File: src/rtl/mips_pkg.sv
// Shared MIPS core definitions: reset vector, halt address, fetch FSM states
// and the byte-swap helper used by the optional endian swap.
package mips_pkg;

  localparam logic [31:0] RESET_VECTOR      = 32'hBFC00000;
  localparam logic [31:0] HALT_ADDR_DEFAULT = 32'h00000000;

  typedef enum logic [1:0] {
    IDLE = 2'd0,
    READ = 2'd1,
    DONE = 2'd2,
    HALT = 2'd3
  } fetch_state_t;

  function automatic logic [31:0] byte_swap32(input logic [31:0] w);
    return {w[7:0], w[15:8], w[23:16], w[31:24]};
  endfunction

endpackage

File: src/rtl/instr_fetch.sv
// Fetch stage: reads one word at RegPC over an Avalon-style master into the
// instruction register. Define IFETCH_ENDIAN_SWAP_EN to byte-reverse captured data.
module instr_fetch
  import mips_pkg::*;
#(
  parameter int                ADDR_W    = 32,
  parameter int                DATA_W    = 32,
  parameter logic [ADDR_W-1:0] HALT_ADDR = ADDR_W'(HALT_ADDR_DEFAULT)
) (
  input  logic              clk,
  input  logic              reset,
  input  logic              fetch_req,
  input  logic [ADDR_W-1:0] pc,
  output logic [ADDR_W-1:0] avm_address,
  output logic              avm_read,
  output logic [3:0]        avm_byteenable,
  input  logic              avm_waitrequest,
  input  logic [DATA_W-1:0] avm_readdata,
  output logic [DATA_W-1:0] instr,
  output logic              fetch_done,
  output logic              halted,
  output logic              misaligned
);

  fetch_state_t      state_q, state_d;
  logic [ADDR_W-1:0] addr_q, addr_d;
  logic [DATA_W-1:0] instr_q, instr_d;
  logic              halted_q, halted_d;
  logic              misaligned_q, misaligned_d;
  logic [DATA_W-1:0] rd_word;

`ifdef IFETCH_ENDIAN_SWAP_EN
  assign rd_word = byte_swap32(avm_readdata);
`else
  assign rd_word = avm_readdata;
`endif

  always_ff @(posedge clk or negedge reset) begin
    if (!reset) state_q <= IDLE;
    else        state_q <= state_d;
  end

  // Halt address is checked before alignment so PC 0 always reports halted.
  always_comb begin
    state_d = state_q;
    unique case (state_q)
      IDLE: begin
        if (fetch_req) begin
          if (pc == HALT_ADDR)        state_d = HALT;
          else if (pc[1:0] != 2'b00) state_d = HALT;
          else                       state_d = READ;
        end
      end
      READ:    if (!avm_waitrequest) state_d = DONE;
      DONE:    state_d = IDLE;
      HALT:    state_d = HALT;
      default: state_d = IDLE;
    endcase
  end

  always_comb begin
    avm_read       = (state_q == READ);
    avm_byteenable = (state_q == READ) ? 4'b1111 : 4'b0000;
    fetch_done     = (state_q == DONE);
  end

  always_comb begin
    addr_d       = addr_q;
    instr_d      = instr_q;
    halted_d     = halted_q;
    misaligned_d = misaligned_q;
    if (state_q == IDLE && fetch_req) begin
      if (pc == HALT_ADDR)        halted_d     = 1'b1;
      else if (pc[1:0] != 2'b00) misaligned_d = 1'b1;
      else                       addr_d       = pc;
    end
    if (state_q == READ && !avm_waitrequest) instr_d = rd_word;
  end

  always_ff @(posedge clk or negedge reset) begin
    if (!reset) begin
      addr_q       <= '0;
      instr_q      <= '0;
      halted_q     <= 1'b0;
      misaligned_q <= 1'b0;
    end else begin
      addr_q       <= addr_d;
      instr_q      <= instr_d;
      halted_q     <= halted_d;
      misaligned_q <= misaligned_d;
    end
  end

  assign avm_address = addr_q;
  assign instr       = instr_q;
  assign halted      = halted_q;
  assign misaligned  = misaligned_q;

endmodule

File: config.mk
export PLATFORM = sky130hd
export DESIGN_NAME = instr_fetch
export DESIGN_NICKNAME = d
export VERILOG_FILES = /design/src/rtl/mips_pkg.sv /design/src/rtl/instr_fetch.sv
export SDC_FILE = /design/constraint.sdc
export NUM_CORES = 1
export LEC_CHECK = 0
export ABC_AREA = 1
export BUFFER_PORTS_ARGS = -buffer_cell sky130_fd_sc_hd__clkbuf_2
export CAP_MARGIN = 20
export CELL_PAD_IN_SITES_DETAIL_PLACEMENT = 1
export CELL_PAD_IN_SITES_GLOBAL_PLACEMENT = 1
export CORE_MARGIN = 2
export CORE_UTILIZATION = 34
export DETAILED_ROUTE_END_ITERATION = 8
export PLACE_DENSITY_LB_ADDON = 0.1
export SYNTH_ARGS = -nofsm -noshare
export SYNTH_HDL_FRONTEND = slang
export SYNTH_SLANG_ARGS = --single-unit
File: constraint.sdc
create_clock -name clk -period 1.75 [get_ports clk]
set_clock_uncertainty 0.05 [all_clocks]
set_input_delay 0.175 -clock clk [delete_from_list [all_inputs] [get_ports clk]]
set_output_delay 0.175 -clock clk [all_outputs]
set_load 0.02 [all_outputs]
==> results of run 1 <==
[power by group through the flow]
stage	registers (W)	logic [W]	clock network [W]
final	0.00273	0.00323	0.00145
after global placement	0.00274	0.00317	0
after CTS	0.00275	0.00326	0.00149
after global routing	0.00284	0.00352	0.00157
after floorplan	0.00363	0.00118	0
after detailed placement	0.00276	0.00326	0
[state kept, by name (all words and copies together) (netlist names)]
register	cells
avm_address	32
instr	32
state_q	2
halted	1
misaligned	1
[timing repair]
item | in CTS | in global routing
hold buffers | 1 | 1
endpoints found under the hold margin | 20 | 1
setup endpoints to repair | 0 | 33
gates resized for setup | 0 | 4
[how the worst max path moves through the flow]
stage | start | end | depth (start not counted)
4_1_cts | state_q[0]$_DFFE_PN0P_ | avm_address[6]$_DFFE_PN0P_ | 7
2_1_floorplan | state_q[1]$_DFFE_PN0P_ | instr[10]$_DFFE_PN0P_ | 5
3_5_place_dp | state_q[0]$_DFFE_PN0P_ | avm_address[9]$_DFFE_PN0P_ | 7
5_1_grt | state_q[0]$_DFFE_PN0P_ | avm_address[21]$_DFFE_PN0P_ | 7
6_report | state_q[1]$_DFFE_PN0P_ | avm_byteenable[0] | 4
3_3_place_gp | state_q[0]$_DFFE_PN0P_ | avm_address[26]$_DFFE_PN0P_ | 7
[final cells by class]
cell class	instances	area share [%]
Clock buffer	10	3.40
Clock inverter	6	2.16
Inverter	24	2.22
Multi-Input combinational cell	175	26.5
Sequential cell	68	42.0
Tap cell	105	3.24
Timing Repair Buffer	152	20.5
[metal layers]
layer	up-vias	global-route usage, %	share of wire (%)
met4	0	3.58	0.45
met5	-	0	0
li1	1222	-	-
met3	2	5.40	7.9
met1	1216	21.4	43
met2	99	27.2	48
[critical path, delay by kind of cell (launching register included)]
kind / cells / cell delay (ns)
fa+ha+maj: 1 / 0.19
flops: 1 / 0.42
buf+inv: 3 / 0.44
[kinds of logic (layout without fill, tap and decap cells)]
group / count (synthesis) / in the layout / synth area share [%]
and+or+nand+nor: 132 / 134 / 20.2
DFF: 68 / 68 / 57.6
buffers and inverters: 43 / 192 / 6.99
muxes: 32 / 32 / 12.2
adders and majority gates: 5 / 5 / 2.12
AOI/OAI and AO/OA: 4 / 4 / 0.847
[layout by cell type (no fill, tap or decap), types with 2 or more instances in the layout]
cell type | synthesis | final
clkbuf_2 | 0 | 138
nand2_1 | 80 | 80
dfrtp_1 | 68 | 68
mux2_2 | 32 | 32
nand4_1 | 31 | 31
inv_1 | 24 | 23
nor2_1 | 15 | 15
clkbuf_8 | 0 | 10
buf_4 | 4 | 7
ha_1 | 5 | 5
and2_1 | 2 | 2
nand3_4 | 1 | 2
o21ai_0 | 2 | 2
o21bai_1 | 2 | 2
clkinv_2 | 0 | 2
clkinv_4 | 0 | 2
bufinv_16 | 0 | 2
dlygate4sd3_1 | 0 | 2
buf_6 | 3 | 2
buf_12 | 0 | 2
[per-stage QoR]
step	std cells	power, W
2_1_floorplan	284	0.00481
3_5_place_dp	520	0.00602
4_1_cts	537	0.00750
5_1_grt	540	0.00793
3_3_place_gp	520	0.00591
6_report	540	0.00741
==> out/metrics.csv, run 1 <==
metric,value,unit
Initial Util,35.6,%
worst r2r src,state_q[1]$_DFFE_PN0P_,
Clock Latency Late Sink,0.33,ns
Antenna Violating Nets Remaining,0,
kind of critical path,reg2out,
syn_nets,357,
R2R setup slack,0.16,ns
CTS sink count,68,
Ant. Diodes,0,
postcts setup bufs,0,
FF-to-FF End,instr[20]$_DFFE_PN0P_,
Yosys cell types,19,
P&R area growth vs syn,37.2,%
Final period util,91.3,%
CP Data Required Time,1.52,ns
# DRC,0,
PD cells,1830,nW/um^2
Slew headroom,63.7,%
"Reg clk slew, reported paths",0.08,ns
Seq cells post-synth,68,
site row count,33,
Post-synth EDFFs,0,
CP Capture Type,output pin,
yosys warns,0,
DRT Wirelength,8020,um
setup TNS,0,ns
Worst path slowest cell,dfrtp_1,
DR vias,2539,
synth top area cells,"dfrtp_1, mux2_2, nand2_1",
Fin. Hold Viols,0,
DR pass1 iterations,4,
total CTS buffers,9,
NetSw,0.00302,W
Gate power share,43.6,%
hold path depth,2,
mean routed wirelength per cell,14.8,um
ys async rst share,100,%
number of global-route vias before repair,2594,
critical path arrival,1.37,ns
Multi-input gate area,1070,sq um
clock root buffer master,clkbuf_8,
Syn Inst Count,284,
Storage cell area,1700,sq um
static leakage,2.25,nW
Final Instance Area,4050,sq um
Max clock buf depth,2,
First DRT Iteration DRCs,44,
FF-to-FF path depth,5,
VDD IR max,0.000584,V
Worst-Margin Slew,0.545,ns
Synth Flop Type,dfrtp_1,
RD Place Congestion,0.770,
Crit path largest cell delay,0.42,ns
number of fill cells,985,
Hold Crit Start,avm_readdata[11],
gr usage total,16.5,%
clock network power share,19.5,%
Die W,97.2,um
most numerous cell in the Yosys netlist,nand2_1,
Tmin final,1.60,ns
CTS tree,yes,
dpl ws,0.0597,ns
DP Area,3770,sq um
Hold Path Sink,instr[11]$_DFFE_PN0P_,
critical-path cell list,inv_1 -> ha_1 -> buf_4 -> clkbuf_2,
"Core Util, Final",48.8,%
initial antenna violation count,0,
FMAX,626,MHz
Die ar.,9450,sq um
DR vias/cell,4.70,
sequential power share,36.9,%
first-pass GRT wire length,12800,um
HPWL Detailed,5800,um
Final Max Tran Viols,0,
RSZ-0062 raised after global routing,no,
sequential share of the synthesized area,57.6,%
Power Internal,0.00439,W
critical-path maximum fanout,7,
"top cells by count, synth","nand2_1, dfrtp_1, mux2_2",
die height,97.2,um
maxcap violations,0,
H-tree Lvls,3,
worst setup margin,0.151,ns
CP startpoint kind,flop,
layout cells sized above 1,46.7,%
average size of a mapped cell,10.4,sq um
share of Yosys cell area claimed by the top area cell type,57.6,%
cell taking the most area after synthesis,dfrtp_1,
worst hold-check path type,in2reg,
hold slack,0.0190,ns
Port Buffer Count,139,
# IOs,140,
core footprint,8300,sq um
largest net degree at the start of global routing,33,
sw frac,40.8,%
synthesized cell area,2950,sq um
GR Overflow Total,0,
Setup Viol. Count Final,0,
nets,503,
status,"complete, no violations",
(Power assumes the default switching activity.)
==> inputs of run 2 (changes only) <==
==> constraint.sdc (replaced) <==
create_clock -name clk -period 1.75 [get_ports clk]
set_clock_uncertainty 0.05 [all_clocks]
set_input_delay 0.4375 -clock clk [delete_from_list [all_inputs] [get_ports clk]]
set_output_delay 0.4375 -clock clk [all_outputs]
set_load 0.02 [all_outputs]
==> run 2 against run 1 <==
Register-to-register slack is essentially flat. Highest routed layer unchanged. Total power shrank 1.4%. Largest power group unchanged. Hold slack gained 0.041 ns. Via count grew 0.35%. Utilization grew 0.27 points.
==> out/metrics.csv, run 2 (synthesized netlist as in run 1, its figures left out) <==
metric,value,unit,change
Tmin final,1.73,ns,+0.134 ns
Final period util,99.0,%,+7.7 points
Die ar.,9450,sq um,unchanged
critical-path maximum fanout,6,,-1
Multi-input gate area,1090,sq um,+1.9%
Slew headroom,71.8,%,+8.2 points
HPWL Detailed,5570,um,-4.0%
CTS Hold Bufs,0,,-1
die height,97.2,um,unchanged
Final Max Tran Viols,0,,unchanged
FMAX,577,MHz,-7.7%
RD Place Congestion,0.722,,-6.3%
number of fill cells,980,,-0.51%
layout cells sized above 1,47.5,%,+0.81 points
# IOs,140,,unchanged
first-pass GRT wire length,12500,um,-2.1%
clock network power share,14.9,%,-4.6 points
"Reg clk slew, reported paths",0.06,ns,-0.02 ns
status,"complete, no violations",,
most frequent cells in the layout,"clkbuf_2, nand2_1, dfrtp_1",,
Fin. Hold Viols,0,,unchanged
DP Area,3770,sq um,unchanged
H-tree Lvls,3,,unchanged
CP Capture Type,output pin,,
Gate power share,47.5,%,+3.9 points
post-placement cell count,520,,unchanged
fin cells,541,,+0.19%
sw frac,41.3,%,+0.48 points
DR pass1 iterations,4,,unchanged
PD cells,1790,nW/um^2,-2.0%
sequential power share,37.6,%,+0.7 points
total CTS buffers,9,,unchanged
# DRC,0,,unchanged
Ant. Diodes,0,,unchanged
kind of critical path,reg2out,,
P&R area growth vs syn,38.0,%,
NetSw,0.00302,W,-0.25%
total chip power,0.00731,W,-1.4%
site row count,33,,unchanged
Final Instance Area,4070,sq um,+0.56%
critical-path cell list,inv_2 -> ha_4 -> buf_8 -> clkbuf_8,,
First DRT Iteration DRCs,67,,+52%
mean routed wirelength per cell,14.5,um,-2.4%
Port Buffer Count,139,,unchanged
GR Overflow Total,0,,unchanged
number of global-route vias before repair,2573,,-0.81%
RSZ-0062 raised after global routing,yes,,
dpl ws,0.0340,ns,-0.0257 ns
"Core Util, Final",49.1,%,+0.27 points
"commonest non-fill, non-tap cell in the layout",clkbuf_2,,
Worst path slowest cell,dfrtp_1,,
nets,506,,+0.60%
worst hold-check path type,in2async,,
maxcap violations,0,,unchanged
Max clock buf depth,2,,unchanged
gr usage total,16.6,%,+0.038 points
DRT Wirelength,7840,um,-2.2%
VDD IR max,0.000562,V,-3.7%
CTS sink count,68,,unchanged
DR vias/cell,4.71,,+0.17%
largest net degree at the start of global routing,69,,+110%
Crit path largest cell delay,0.40,ns,-0.02 ns
Storage cell area,1700,sq um,about the same
CTS tree,yes,,
CP startpoint kind,flop,,
Setup Viol. Count Final,0,,unchanged
clock root buffer master,clkbuf_8,,
static leakage,2.24,nW,-0.38%
Die W,97.2,um,unchanged
CP Data Required Time,1.26,ns,-0.26 ns
core footprint,8300,sq um,unchanged
Initial Util,35.6,%,unchanged
initial antenna violation count,0,,unchanged
critical path arrival,1.25,ns,-0.12 ns
DR vias,2548,,+0.35%
Antenna Violating Nets Remaining,0,,unchanged
Power Internal,0.00429,W,-2.2%
Worst-Margin Slew,0.418,ns,-0.127 ns
worst setup margin,0.0173,ns,-0.134 ns
Clock Latency Late Sink,0.34,ns,about the same
==> run 2: layer usage <==
layer	part of all wire, %	global-route usage [%]
met5	0	0
met4	1.5	6.50
met3	7.5	5.04
met2	47	26.5
met1	44	21.1
==> run 2: final timing paths <==
kind,slack [ns],endpoint,cells past startpoint,start
worst max-delay path,0.02,avm_byteenable[1],4,state_q[1]$_DFFE_PN0P_
worst min-delay path,0.06,instr[18]$_DFFE_PN0P_,2,reset
worst max register to register,0.15,avm_address[3]$_DFFE_PN0P_,8,state_q[1]$_DFFE_PN0P_
worst min register to register,0.42,avm_address[26]$_DFFE_PN0P_,2,avm_address[26]$_DFFE_PN0P_
max in group asynchronous,1.29,state_q[0]$_DFFE_PN0P_,2,reset
min in group clk,0.28,instr[2]$_DFFE_PN0P_,2,avm_readdata[2]
==> run 2: worst max-delay path: cells and delay by family (launching register included) <==
family,cells,cell delay [ns]
flip-flops,1,0.40
buffers and inverters,3,0.36
adder cells (fa/ha/maj),1,0.15
==> run 2: final cells by class <==
type | count | area share [%]
repair buffers | 155 | 22.0
flip-flops and latches | 68 | 41.8
multi-input cells | 175 | 26.8
clock buffers | 12 | 3.56
inverters | 24 | 2.27
clock inverters | 2 | 0.307
well taps | 105 | 3.22
==> run 2: per-stage QoR <==
| step | hold WS (ns) | setup TNS, ns |
|---|---|---|
| after global placement | 0.406 | 0 |
| after floorplan | 0.0919 | 0 |
| after CTS | 0.0746 | -0.0854 |
| after detailed placement | 0.410 | 0 |
| final | 0.0599 | 0 |
| after global routing | 0.0910 | -0.258 |
==> run 2: what timing repair did <==
item,4_1_cts,5_1_grt
gates cloned,0,2
pin swaps,0,3
setup buffers,2,3
endpoints found under the setup margin,5,38
resized for setup,9,11
==> run 2: power by group through the flow <==
stage / Sequential (W) / Combinational [W] / Clock, W
floorplan: 0.00363 / 0.00118 / 0
global placement: 0.00275 / 0.00319 / 0
detailed placement: 0.00277 / 0.00326 / 0
CTS: 0.00274 / 0.00341 / 0.00114
global route: 0.00286 / 0.00377 / 0.00120
finish: 0.00275 / 0.00347 / 0.00109
==> inputs of run 3 (changes only) <==
--- a/config.mk
+++ b/config.mk
@@ -5,13 +5,13 @@
 export SDC_FILE = /design/constraint.sdc
 export NUM_CORES = 1
 export LEC_CHECK = 0
-export ABC_AREA = 1
+export ABC_AREA = 0
 export BUFFER_PORTS_ARGS = -buffer_cell sky130_fd_sc_hd__clkbuf_2
 export CAP_MARGIN = 20
 export CELL_PAD_IN_SITES_DETAIL_PLACEMENT = 1
 export CELL_PAD_IN_SITES_GLOBAL_PLACEMENT = 1
 export CORE_MARGIN = 2
-export CORE_UTILIZATION = 34
+export CORE_UTILIZATION = 35
 export DETAILED_ROUTE_END_ITERATION = 8
 export PLACE_DENSITY_LB_ADDON = 0.1
 export SYNTH_ARGS = -nofsm -noshare
==> run 3 against run 2 <==
The run now ends with negative setup slack left. Worst setup slack got worse by 0.12 ns. Critical path depth grew 3. Count of clock-buffer cells in the layout shrank 1. Total power increased by 4.6%. Largest power group unchanged. Sequential cell count unchanged. Critical endpoint is now avm_address[26]$_DFFE_PN0P_.
==> out/metrics.csv, run 3 <==
metric,value,unit,change
Tmin final,1.86,ns,+0.123 ns
Post-synth EDFFs,0,,unchanged
Final Max Tran Viols,0,,unchanged
"Reg clk slew, reported paths",0.07,ns,about the same
P&R area growth vs syn,58.7,%,
static leakage,2.25,nW,+0.43%
dpl ws,-0.480,ns,-0.514 ns
most numerous cell in the Yosys netlist,dfrtp_1,,
hold slack,0.272,ns,+0.212 ns
Syn Inst Count,173,,-39%
R2R setup slack,0.01,ns,-0.14 ns
critical path arrival,2.02,ns,+0.77 ns
average size of a mapped cell,15.8,sq um,+52%
DRT Wirelength,6990,um,-11%
Seq cells post-synth,68,,unchanged
DR pass1 iterations,4,,unchanged
# IOs,140,,unchanged
worst hold-check path type,in2reg,,
Yosys cell types,22,,+3
Buf/Inv on CP,3,,unchanged
fin cells,455,,-16%
CP Data Required Time,1.91,ns,+0.65 ns
Storage cell area,1700,sq um,about the same
post-placement cell count,432,,-17%
number of global-route vias before repair,2199,,-15%
DR vias/cell,4.55,,-3.4%
Slew headroom,69.2,%,-2.6 points
Fin. Hold Viols,0,,unchanged
die height,92.3,um,-5.0%
CP Capture Type,flop,,
FMAX,539,MHz,-6.6%
Clock Latency Late Sink,0.33,ns,about the same
Worst path slowest cell,nor4_2,,
Crit path max-delay family,simple AND/OR/NAND/NOR gates,,
critical-path cell list,clkbuf_2 -> nor4_2 -> nand4_1 -> o2111ai_4 -> buf_12 -> clkbuf_16 -> mux2_4,,
CP startpoint kind,input port,,
"Core Util, Final",56.7,%,+7.6 points
clock root buffer master,clkbuf_8,,
CTS tree,yes,,
first-pass GRT wire length,10500,um,-16%
setup TNS,-2.56,ns,-2.56 ns
RD Place Congestion,0.700,,-3.0%
FF-to-FF path depth,6,,-2
# DRC,0,,unchanged
site row count,32,,-3.0%
hold path depth,2,,
VDD IR max,0.000570,V,+1.4%
total CTS buffers,9,,unchanged
Max clock buf depth,2,,unchanged
syn_nets,246,,-31%
mean routed wirelength per cell,15.4,um,+6.1%
largest net degree at the start of global routing,31,,-55%
synth top area cells,"dfrtp_1, mux2_2, ha_1",,
Die ar.,8530,sq um,-9.7%
HPWL Detailed,5140,um,-7.7%
layout cells sized above 1,73.7,%,+26 points
Ant. Diodes,0,,unchanged
Multi-input gate area,1150,sq um,+5.0%
RSZ-0062 raised after global routing,yes,,
Setup Viol. Count Final,30,,+30
yosys warns,0,,unchanged
number of fill cells,805,,-18%
PD cells,1760,nW/um^2,-1.7%
GR Overflow Total,0,,unchanged
cell taking the most area after synthesis,dfrtp_1,,
critical-path maximum fanout,8,,+2
Crit path largest cell delay,0.31,ns,-0.09 ns
"commonest non-fill, non-tap cell in the layout",clkbuf_2,,
initial antenna violation count,0,,unchanged
Antenna Violating Nets Remaining,0,,unchanged
H-tree Lvls,3,,unchanged
Synth Flop Type,dfrtp_1,,
Worst path depth,7,,+3
CTS sink count,68,,unchanged
gr usage total,15.8,%,-0.74 points
Final period util,106,%,+7.0 points
failing checks,negative setup slack,,
maxcap violations,0,,unchanged
First DRT Iteration DRCs,16,,-76%
nets,421,,-17%
most frequent cells in the layout,"clkbuf_2, dfrtp_1, mux2_2",,
core footprint,7650,sq um,-7.9%
Initial Util,35.7,%,+0.14 points
synthesized cell area,2730,sq um,-7.5%
Die W,92.3,um,-5.0%
status,"finished, violations left",,
share of Yosys cell area claimed by the top area cell type,62.3,%,+4.7 points
worst setup margin,-0.106,ns,-0.123 ns
Worst-Margin Slew,0.462,ns,+0.0433 ns
kind of critical path,in2reg,,
ys async rst share,100,%,unchanged
Port Buffer Count,139,,unchanged
DR vias,2071,,-19%
sequential share of the synthesized area,62.3,%,+4.7 points
"top cells by count, synth","dfrtp_1, mux2_2, nor4_1",,
[run 3: changes by cell type after synthesis, sizes merged, moves of 7 or more]
cell / before / now
nand4: 31 / 2
nand2: 81 / 1
mux2: 32 / 62
inv: 24 / 4
nor2: 15 / 1
buf: 17 / 10
nor4: 0 / 8
[run 3: kinds of logic after synthesis]
logic type | synth area share [%]
flops | 62.3
mux | 25.9
buf+inv | 3.57
simple gates | 3.25
compound gates | 2.66
fa+ha+maj | 2.29
[run 3: routing by layer]
metal  GRT usage [%]  wire [um]
met1            19.8       2950
met2            25.8       3450
met3            5.61        513
met4            4.85         76
met5               0          0
[run 3: where the power goes]
part           internal [W]  total [W]  leakage, nW  switching (W)
Clock              0.000652    0.00122       0.0931       0.000565
Combinational       0.00177    0.00370         1.34        0.00192
Sequential          0.00232    0.00273        0.812       0.000404
Total               0.00475    0.00764         2.25        0.00289
[run 3: final timing paths]
| path | start | to |
|---|---|---|
| setup / recovery | pc[22] | avm_address[26]$_DFFE_PN0P_ |
| hold / removal | avm_readdata[6] | instr[6]$_DFFE_PN0P_ |
| setup reg to reg | state_q[0]$_DFFE_PN0P_ | avm_address[26]$_DFFE_PN0P_ |
| hold reg to reg | halted$_DFFE_PN0P_ | halted$_DFFE_PN0P_ |
| max in group asynchronous | reset | avm_address[30]$_DFFE_PN0P_ |
| min in group asynchronous | reset | instr[28]$_DFFE_PN0P_ |
[run 3: repair_timing]
action,4_1_cts,5_1_grt
hold buffers,1,0
buffers inserted,1,4
endpoints found under the setup margin,35,35
gates cloned,0,2
gates resized for setup,19,39
pin swaps,2,7
hold endpoints to repair,15,0
[run 3: stage by stage]
step	power [W]	area, sq um
floorplan	0.00483	2810
global placement	0.00594	3820
detailed placement	0.00603	3820
CTS	0.00746	4110
global route	0.00809	4340
finish	0.00764	4340
[run 3: worst reg2reg max path: cells and delay by family, from the launching register on]
family / cells / cell delay [ns]
AO/OA/AOI/OAI: 1 / 0.14
adder cells (fa/ha/maj): 1 / 0.27
buffers and inverters: 3 / 0.48
flip-flops: 1 / 0.39
multiplexers: 1 / 0.30
[run 3: cell type report]
type	count	share of cell area, %
inverter	4	0.346
timing repair buffer	175	26.8
tap	102	2.94
clock inverter	5	1.21
clock buffer	11	3.03
sequential	68	39.2
multi-input combinational	90	26.5
